[config.mk]
export PLATFORM = sky130hd
export DESIGN_NAME = right_shifter_seq_flat
export DESIGN_NICKNAME = d
export VERILOG_FILES = /design/src/rtl/right_shifter_seq_if.sv /design/src/rtl/right_shifter_seq.sv /design/src/flat_wrapper.sv
export SDC_FILE = /design/constraint.sdc
export NUM_CORES = 1
export LEC_CHECK = 0
export CAP_MARGIN = 10
export CORE_ASPECT_RATIO = 2
export CORE_MARGIN = 8
export CORE_UTILIZATION = 30
export DETAILED_ROUTE_END_ITERATION = 16
export DONT_BUFFER_PORTS = 1
export RECOVER_POWER = 50
export SETUP_SLACK_MARGIN = 0.4
export SKIP_LAST_GASP = 1
export SYNTH_ARGS = -nofsm -noshare
export SYNTH_HDL_FRONTEND = slang
export SYNTH_SLANG_ARGS = --single-unit
[constraint.sdc]
create_clock -name i_clock -period 5.3 [get_ports i_clock]
set_input_delay 0.795 -clock i_clock [delete_from_list [all_inputs] [get_ports i_clock]]
set_output_delay 0.795 -clock i_clock [all_outputs]
set_load 0.005 [all_outputs]
[src/rtl/right_shifter_seq_if.sv]
// Request/response bundle for the iterative 64-bit right shifter.
// The sequencer drives the request side; the shifter answers with status and result.
interface right_shifter_seq_if;
  logic        start;
  logic [63:0] a;
  logic [5:0]  shamt;
  logic        arith;
  logic        ready;
  logic        busy;
  logic        done;
  logic [63:0] result;

  modport master (
    output start, a, shamt, arith,
    input  ready, busy, done, result
  );

  modport slave (
    input  start, a, shamt, arith,
    output ready, busy, done, result
  );
endinterface

[src/rtl/right_shifter_seq.sv]
// Iterative 64-bit logical/arithmetic right shifter built from two fixed stages
// (8 and 1 positions per step); start/done handshake, one operation at a time.
//
// state   | meaning
// IDLE    | waiting for start; ready=1
// SHIFT   | one 8- or 1-position step per cycle; busy=1
// DONE    | result valid, done pulse; ready=1, may accept back-to-back
module right_shifter_seq (
  input  logic                 i_clock,
  input  logic                 i_reset,
  right_shifter_seq_if.slave   s_bus
);

  typedef enum logic [1:0] {
    S_IDLE  = 2'd0,
    S_SHIFT = 2'd1,
    S_DONE  = 2'd2
  } state_t;

  state_t      r_state;
  logic [63:0] r_acc;
  logic [5:0]  r_rem;
  logic        r_fill;

  state_t      w_state_nxt;
  logic [63:0] w_acc_nxt;
  logic [5:0]  w_rem_nxt;
  logic        w_fill_nxt;

  always_ff @(posedge i_clock) begin
    if (i_reset) begin
      r_state <= S_IDLE;
      r_acc   <= '0;
      r_rem   <= '0;
      r_fill  <= 1'b0;
    end else begin
      r_state <= w_state_nxt;
      r_acc   <= w_acc_nxt;
      r_rem   <= w_rem_nxt;
      r_fill  <= w_fill_nxt;
    end
  end

  always_comb begin
    w_state_nxt = r_state;
    w_acc_nxt   = r_acc;
    w_rem_nxt   = r_rem;
    w_fill_nxt  = r_fill;

    case (r_state)
      S_IDLE, S_DONE: begin
        if (s_bus.start) begin
          w_acc_nxt   = s_bus.a;
          w_rem_nxt   = s_bus.shamt;
          w_fill_nxt  = s_bus.arith & s_bus.a[63];
          w_state_nxt = (s_bus.shamt == 6'd0) ? S_DONE : S_SHIFT;
        end else begin
          w_state_nxt = S_IDLE;
        end
      end

      S_SHIFT: begin
        // Coarse steps first, then single-bit steps for the low three bits.
        if (r_rem >= 6'd8) begin
          w_acc_nxt = {{8{r_fill}}, r_acc[63:8]};
          w_rem_nxt = r_rem - 6'd8;
        end else begin
          w_acc_nxt = {r_fill, r_acc[63:1]};
          w_rem_nxt = r_rem - 6'd1;
        end
        w_state_nxt = (w_rem_nxt == 6'd0) ? S_DONE : S_SHIFT;
      end

      default: begin
        w_state_nxt = S_IDLE;
      end
    endcase
  end

  assign s_bus.ready  = (r_state == S_IDLE) || (r_state == S_DONE);
  assign s_bus.busy   = (r_state == S_SHIFT);
  assign s_bus.done   = (r_state == S_DONE);
  assign s_bus.result = r_acc;

endmodule

[src/flat_wrapper.sv]
// flat-port wrapper written by rule: the top's interface ports become plain ports
module right_shifter_seq_flat 
  (i_clock, i_reset, s_bus_start, s_bus_a, s_bus_shamt, s_bus_arith, s_bus_ready, s_bus_busy, s_bus_done, s_bus_result);
  right_shifter_seq_if s_bus_i ();
  input  logic i_clock;
  input  logic i_reset;
  input wire logic [$bits(s_bus_i.start)-1:0] s_bus_start;
  input wire logic [$bits(s_bus_i.a)-1:0] s_bus_a;
  input wire logic [$bits(s_bus_i.shamt)-1:0] s_bus_shamt;
  input wire logic [$bits(s_bus_i.arith)-1:0] s_bus_arith;
  output wire logic [$bits(s_bus_i.ready)-1:0] s_bus_ready;
  output wire logic [$bits(s_bus_i.busy)-1:0] s_bus_busy;
  output wire logic [$bits(s_bus_i.done)-1:0] s_bus_done;
  output wire logic [$bits(s_bus_i.result)-1:0] s_bus_result;
  assign s_bus_i.start = s_bus_start;
  assign s_bus_i.a = s_bus_a;
  assign s_bus_i.shamt = s_bus_shamt;
  assign s_bus_i.arith = s_bus_arith;
  assign s_bus_ready = s_bus_i.ready;
  assign s_bus_busy = s_bus_i.busy;
  assign s_bus_done = s_bus_i.done;
  assign s_bus_result = s_bus_i.result;
  right_shifter_seq u_core (.i_clock(i_clock), .i_reset(i_reset), .s_bus(s_bus_i));
endmodule
## Word-level counts from Yosys, hierarchy flattened

Index checks and enable logic that the tools add are counted.

| storage, ports and cells | value |
|---|---|
| flip-flop bits (word level) | 73 |
| input bits | 74 |
| output and inout bits | 67 |
| word-level logic and storage cells | 30 |

| cells by class | value |
|---|---|
| $add $sub $neg | 2 |
| $lt $le $gt $ge | 1 |
| equality and inequality tests | 3 |
| multiplexer cells | 11 |
| bitwise logic cells | 1 |
| reductions and logical operators | 8 |

Operator list:

| operator | number |
|---|---|
| 64-bit case mux with 2 select lines | 1 |
| 64-bit 2-to-1 mux | 1 |
| 63-bit 2-to-1 mux | 1 |
| 6-bit 2-to-1 mux | 3 |
| 6-bit logical NOT | 2 |
| 6-bit case mux with 2 select lines | 1 |
| 6-bit by 4-bit greater-or-equal comparator with 1-bit output, second input constant | 1 |
| 2-bit 2-to-1 mux | 3 |
| 6-bit by 1-bit subtractor with 6-bit output, second input constant | 1 |
| 6-bit by 4-bit subtractor with 6-bit output, second input constant | 1 |
| 2-bit case mux with 2 select lines | 1 |
| 2-bit AND reduction | 2 |
| 2-bit by 1-bit equality test with 1-bit output, second input constant | 1 |
| 2-bit equality test, second input constant | 1 |
| 2-bit logical NOT | 1 |
| 2-bit != test, second input constant | 1 |
| 2-bit nonzero test | 1 |
| 2-bit OR reduction | 1 |
| 1-bit bitwise AND | 1 |
| 1-bit logical OR | 1 |

## Longest topological paths before layout

Gate-level depths: netlist of the first run.

| logic depth | value |
|---|---|
| depth in word-level cells | 6 |
| depth in mapped cells | 7 |
| gate-level depth less buffers | 6 |

## Least setup slack after synthesis of the first run

OpenSTA, ideal clock, no wires.

| timing path | value |
|---|---|
| kind | input port to flip-flop |
| start | input s_bus_start |
| end | register u_core.r_acc[14], in the netlist u_core.s_bus.result[14] |
| library setup time | 0.091 ns |
| data arrival time | 1.862 ns |
| required time | 5.209 ns |
| path slack | 3.348 ns |
| cell stages on the path | 6 |
| buffers on the path | 3 |
| cells stage by stage | nor2b_2 buf_2 buf_4 buf_2 a211oi_1 a311oi_1 |

| between the ends | value |
|---|---|
| cells in the longest elaborated chain, start to end | 2 |

Ends and longest elaborated chain:

| element | line | RTL |
|---|---|---|
| start, declared | flat_wrapper.sv:7 | `input wire logic [$bits(s_bus_i.start)-1:0] s_bus_start;` |
| 2-bit != test (no line) | n/a |  |
| 2-bit AND reduction (no line) | n/a |  |
| end signal, assigned | right_shifter_seq.sv:38 | `r_acc <= w_acc_nxt;` |
| end, declared | right_shifter_seq.sv:21 | `logic [63:0] r_acc;` |

No other way between the ends.
A chain may end at the register's enable or synchronous reset.

## Worst setup path after layout of the first run

| timing path | value |
|---|---|
| start | register u_core.r_state[0] |
| end | output s_bus_busy |

| between the ends | value |
|---|---|
| cells in the longest elaborated chain, start to end | 1 |

Ends and longest elaborated chain:

| element | line | RTL |
|---|---|---|
| start, declared | right_shifter_seq.sv:20 | `state_t r_state;` |
| start signal, assigned | right_shifter_seq.sv:37 | `r_state <= w_state_nxt;` |
| 2-bit by 1-bit equality test with 1-bit output | right_shifter_seq.sv:81 | `assign s_bus.busy = (r_state == S_SHIFT);` |
| end, declared | flat_wrapper.sv:12 | `output wire logic [$bits(s_bus_i.busy)-1:0] s_bus_busy;` |

No other way between the ends.

==> reports/results.ini, run 1 <==
[power]
p_leak_nw = 1.34
powerDensity_mw_per_mm2 = 386
peakVddDrop_v = 0.000225

[global_routing]
grt_pass1_vias = 3404
grt_overflow = 0
antenna_found_initial = 0
grt_max_degree = 73
grtUsageTotal_pct = 15.5
grt_pass1_wl_mm = 21.2

[die]
dieArea_mm2 = 0.0173
row_count = 59
core_mm2 = 0.0129
initial_core_util_pct = 30.6
die_w_um = 97.2
io_pins = 141
dieHeight_um = 178

[final_layout]
layout.cells.non_filler = 614
area_growth_pct = 7.03
drive_gt1_share_pct = 4.99
nets = 533
layout_common_cells = nand2_1 (119), a211oi_1 (74), dfxtp_1 (73), nor2b_1 (58), a311oi_1 (56)
final_common_cell = nand2_1

[clocking]
clockBufferDepth = 2
clock_latency_ns = 0.33
cts_resized = 0
root_buffer = clkbuf_16
postCtsSetupRepairBufs = 0
htree_num_levels = 3
clk_pin_slew_ns = 0.06
cts_tree = built
clock-sinks = 73
cts_hold_buf = 0
numCtsBuffers = 9

[synthesis]
synth_edf_count = 0
synth_top_area_share_pct = 37.0
yosysUniqueCellTypes = 35
synth_fp_nets = 568
ys_ff_latch = 73
netlist_instances = 491
yosysTopAreaCell = dfxtp_1
synth_ff_type = dfxtp_1
seq_area_frac_synth_pct = 37.0
synth_warnings = 0
syn_area_per_cell_um2 = 8.05
netlist_area_mm2 = 0.00395
synthTopCellsByArea = dfxtp_1 (37%), a211oi_1 (14%), a311oi_1 (12%)
async_flop_share_pct = 0

[min_path]
hp-class = register to register
hold_depth = 2

[drt]
first_iter_violations = 287
vias = 3695
drc_errors = 0
wl_per_cell_um = 23.2
drtPass1Iterations = 5
viasPerCell = 6.02
routed_wl_mm = 14.2
drtAntennaViolNets = 0

[sta]
finalHoldViolCount = 0
slew_viol_final = 0
rsz0062_at_grt = false
fin_skew_ns = 0.00892
post-route-period-util_pct = 53.5
finalCriticalPeriod_ns = 2.83
tns_ns = 0
tightest_slew_ns = 1.13
setup_viol = 0
maxSlewHeadroom_pct = 24.7
max_freq_mhz = 353

[outcome]
status = finished, final reports clean

[placed_design]
dpl.cell_count = 597
routabilityCongestion = 0.831
dp_hpwl_mm = 10.0
port_buffers = 0

[setup_path]
cp.required_ns = 4.51
startpoint_type = register
worst_ep_arrival_time_ns = 2.04
criticalPathCategory = register to output port
r2r_cells = 5
cp_max_fo = 67
endpoint_kind = output port

[job]
cap_viol_max_count = 0

[routing by layer]
layer	vias to the layer above	GRT usage [%]	wire length (µm)
li1	1732	-	-
met1	1782	15.9	4990
met2	160	26.8	7390
met3	21	6.17	1400
met4	0	7.68	453
met5	-	0	0
[state kept, by name, summed over array words and instances (netlist names)]
name	cells
u_core.r_fill	1
u_core.r_state	2
u_core.r_rem	6
u_core.s_bus.result	64
[Yosys cell counts (2+ instances only)]
library cell and n:
a31oi_1 4, inv_1 7, o21ai_0 2, nand3_1 3, nor2b_1 57, nor2_1 10
nand2_1 119, a311oi_1 56, ha_1 3, nand2b_1 2, dfxtp_1 73, buf_1 6
a211oi_1 74, mux2i_1 8, clkbuf_1 30, buf_2 11, a21oi_1 6, xnor2_1 2
buf_4 2
[where the power goes]
| group | switching (mW) | total [mW] | internal (mW) | leakage, nW |
|---|---|---|---|---|
| sequential | 0.0950 | 0.708 | 0.613 | 0.604 |
| clock | 0.236 | 0.576 | 0.340 | 0.137 |
| combinational | 0.223 | 0.348 | 0.125 | 0.599 |
[stage by stage]
stage	setup WS (ns)	utilization, %	cell area (µm²)	hold slack, ns	total power, mW
2_1_floorplan	3.35	-	3950	0.454	0.983
3_3_place_gp	2.54	30.7	3970	0.468	1.07
3_5_place_dp	2.46	30.7	3970	0.480	1.08
4_1_cts	2.38	32.9	4250	0.487	1.66
5_1_grt	2.23	32.7	4230	0.518	1.72
6_report	2.47	32.8	4230	0.483	1.63
[area by class of cell]
cell class | count | area (µm²)
fill | 1349 | 8690
inverter | 8 | 32.5
tap | 152 | 190
clock inverter | 5 | 30.0
antenna | 1 | 2.50
multi-input combinational | 360 | 2230
sequential | 73 | 1460
clock buffer | 11 | 253
timing repair buffer | 4 | 30.0
[path summary, 6_finish.rpt]
| path | start | to | slack, ns |
|---|---|---|---|
| min | u_core.r_fill | u_core.r_fill | 0.48 |
| min reg2reg | u_core.r_fill | u_core.r_fill | 0.48 |
| max reg2reg | u_core.r_state[0] | u_core.s_bus.result[42] | 2.51 |
| max | u_core.r_state[0] | s_bus_busy | 2.47 |
[logic make-up (layout without fill, tap and decap cells)]
group | Yosys count | in the layout | share of synthesized area, %
xor gates and xnor gates | 2 | 2 | 0.443
and+or+nand+nor | 201 | 201 | 24.5
other | 0 | 1 | 0
adders and majority gates | 3 | 3 | 0.949
muxes | 8 | 8 | 2.03
DFF | 73 | 73 | 37.0
buffers and inverters | 58 | 28 | 6.23
AOI/OAI and AO/OA | 146 | 146 | 28.9
[worst max-delay path, stage by stage, from the launching register on]
cell and delay [ns]:
dfxtp_1 0.42, nand2b_1 0.52, inv_4 0.74
No activity file was read; power rests on OpenSTA's default activity.
==> run 2: changes to the inputs <==
Clock period 5.3 ns to 2.9 ns, I/O delays scaled along.
==> run 2 against run 1 <==
Non-clock buffer count grew 3. Critical path type is now register to register. Clock-buffer cell count shrank 1. Combinational power grew 90%. Die area is the same. Largest power group unchanged. Setup slack lost 1.5 ns.
==> reports/results.ini, run 2 (synthesis gave the netlist of run 1 again) <==
[power]
peakVddDrop_v = 0.000314  ; was 0.000225 V
p_leak_nw = 1.35  ; was 1.34 nW
powerDensity_mw_per_mm2 = 699  ; was 386 mW/mm²
power_mw = 2.99  ; was 1.63 mW

[setup_path]
criticalPathCategory = register to register  ; was register to output port
cp.required_ns = 3.13  ; was 4.51 ns
worst_ep_arrival_time_ns = 2.14  ; was 2.04 ns
path_common_cell = buf_4
slowest_delay_ns = 0.41  ; was 0.74 ns
startpoint_type = register  ; unchanged
endpoint_kind = register  ; was output port
crit_chain = nand2b_1 > buf_4 > inv_4 > buf_4 > a211oi_1 > a311oi_1  ; was nand2b_1 > inv_4
slowest_stage = dfxtp_1  ; was inv_4
cp_max_fo = 40  ; was 67

[sta]
rsz0062_at_grt = false  ; unchanged
finalHoldViolCount = 0  ; unchanged
setup_ws_ns = 0.990  ; was 2.47 ns
max_freq_mhz = 524
setup_viol = 0  ; unchanged
maxSlewHeadroom_pct = 60.6  ; was 24.7%
fin_skew_ns = 0.00710  ; was 0.00892 ns
slew_viol_final = 0  ; unchanged
tightest_slew_ns = 0.591  ; was 1.13 ns
tns_ns = 0  ; unchanged
whs_ns = 0.171  ; was 0.483 ns
post-route-period-util_pct = 65.9
finalCriticalPeriod_ns = 1.91

[die]
io_pins = 141  ; unchanged
row_count = 59  ; unchanged
core_mm2 = 0.0129  ; unchanged
dieArea_mm2 = 0.0173  ; unchanged
initial_core_util_pct = 30.6  ; unchanged
die_w_um = 97.2  ; unchanged
dieHeight_um = 178  ; unchanged

[drt]
drtAntennaViolNets = 0  ; unchanged
viasPerCell = 5.88  ; was 6.02
drtPass1Iterations = 4  ; was 5
routed_wl_mm = 14.1  ; was 14.2 mm
wl_per_cell_um = 22.8  ; was 23.2 µm
vias = 3629  ; was 3695
drc_errors = 0  ; unchanged
first_iter_violations = 211  ; was 287

[clocking]
clock_latency_ns = 0.33  ; about the same
cts_resized = 0  ; unchanged
postCtsSetupRepairBufs = 0  ; unchanged
clock-sinks = 73  ; unchanged
htree_num_levels = 3  ; unchanged
numCtsBuffers = 9  ; unchanged
clockBufferDepth = 2  ; unchanged
cts_hold_buf = 0  ; unchanged
root_buffer = clkbuf_16  ; unchanged
cts_tree = built  ; unchanged
clk_pin_slew_ns = 0.06  ; about the same

[final_layout]
final_common_cell = nand2_1  ; unchanged
utilization_pct = 33.1  ; was 32.8%
multi_input_area_mm2 = 0.00224  ; was 0.00223 mm²
stdcell_area_mm2 = 0.00428  ; was 0.00423 mm²
nets = 536  ; was 533
drive_gt1_share_pct = 5.60  ; was 4.99%
layout_common_cells = nand2_1 (119), a211oi_1 (74), dfxtp_1 (73), nor2b_1 (58), a311oi_1 (56)  ; unchanged
area_growth_pct = 8.26  ; was 7.03%
largest_register_ffs = 64  ; unchanged
fillerInstances = 1357  ; was 1349
ff_latch_area_mm2 = 0.00146  ; unchanged
layout.cells.non_filler = 617  ; was 614

[global_routing]
grt_pass1_vias = 3647  ; was 3404
grtUsageTotal_pct = 15.8  ; was 15.5%
grt_max_degree = 133  ; was 73
grt_pass1_wl_mm = 21.9  ; was 21.2 mm
antenna_found_initial = 2  ; was 0
grt_overflow = 0  ; unchanged

[min_path]
hp-class = primary input to register  ; was register to register

[placed_design]
port_buffers = 0  ; unchanged
dpl_cell_area_mm2 = 0.00401  ; was 0.00397 mm²
dp_hpwl_mm = 10.2  ; was 10.0 mm
dpl.cell_count = 600  ; was 597
routabilityCongestion = 0.890  ; was 0.831
post-place-ws_ns = 0.942  ; was 2.46 ns

[outcome]
status = finished, final reports clean  ; unchanged

[job]
cap_viol_max_count = 0  ; unchanged

run 2: final cells by class:
type,count,area share (%)
Timing Repair Buffer,7,1.81
Clock inverter,6,1.02
Multi-Input combinational cell,360,52.4
Tap cell,152,4.44
Clock buffer,10,5.35
Antenna cell,1,0.0585
Inverter,8,0.760
Sequential cell,73,34.1
run 2: worst paths after layout:
kind	endpoint	slack [ns]	cells past startpoint	startpoint
setup / recovery	u_core.s_bus.result[10]	0.99	6	u_core.r_state[0]
hold / removal	u_core.r_rem[0]	0.17	1	i_reset
setup reg to reg	u_core.s_bus.result[10]	0.99	6	u_core.r_state[0]
hold reg to reg	u_core.r_fill	0.50	2	u_core.r_fill
run 2: metal layers:
metal,vias to the layer above,GRT usage [%],part of all wire (%)
li1,1735,-,-
met1,1724,16.4,36
met2,138,27.1,52
met3,30,5.20,8.0
met4,2,9.17,3.7
met5,-,0,0.092
run 2: critical path, delay by kind of cell, from the launching register on:
family,cells,cell delay [ns]
buffers and inverters,3,0.92
AO/OA/AOI/OAI,2,0.39
flip-flops,1,0.41
AND/OR/NAND/NOR,1,0.08
run 2: report_power, final:
group | internal (mW) | switching, mW | total, mW
Combinational | 0.246 | 0.414 | 0.661
Clock | 0.581 | 0.453 | 1.03
Sequential | 1.12 | 0.179 | 1.30
Total | 1.95 | 1.05 | 2.99
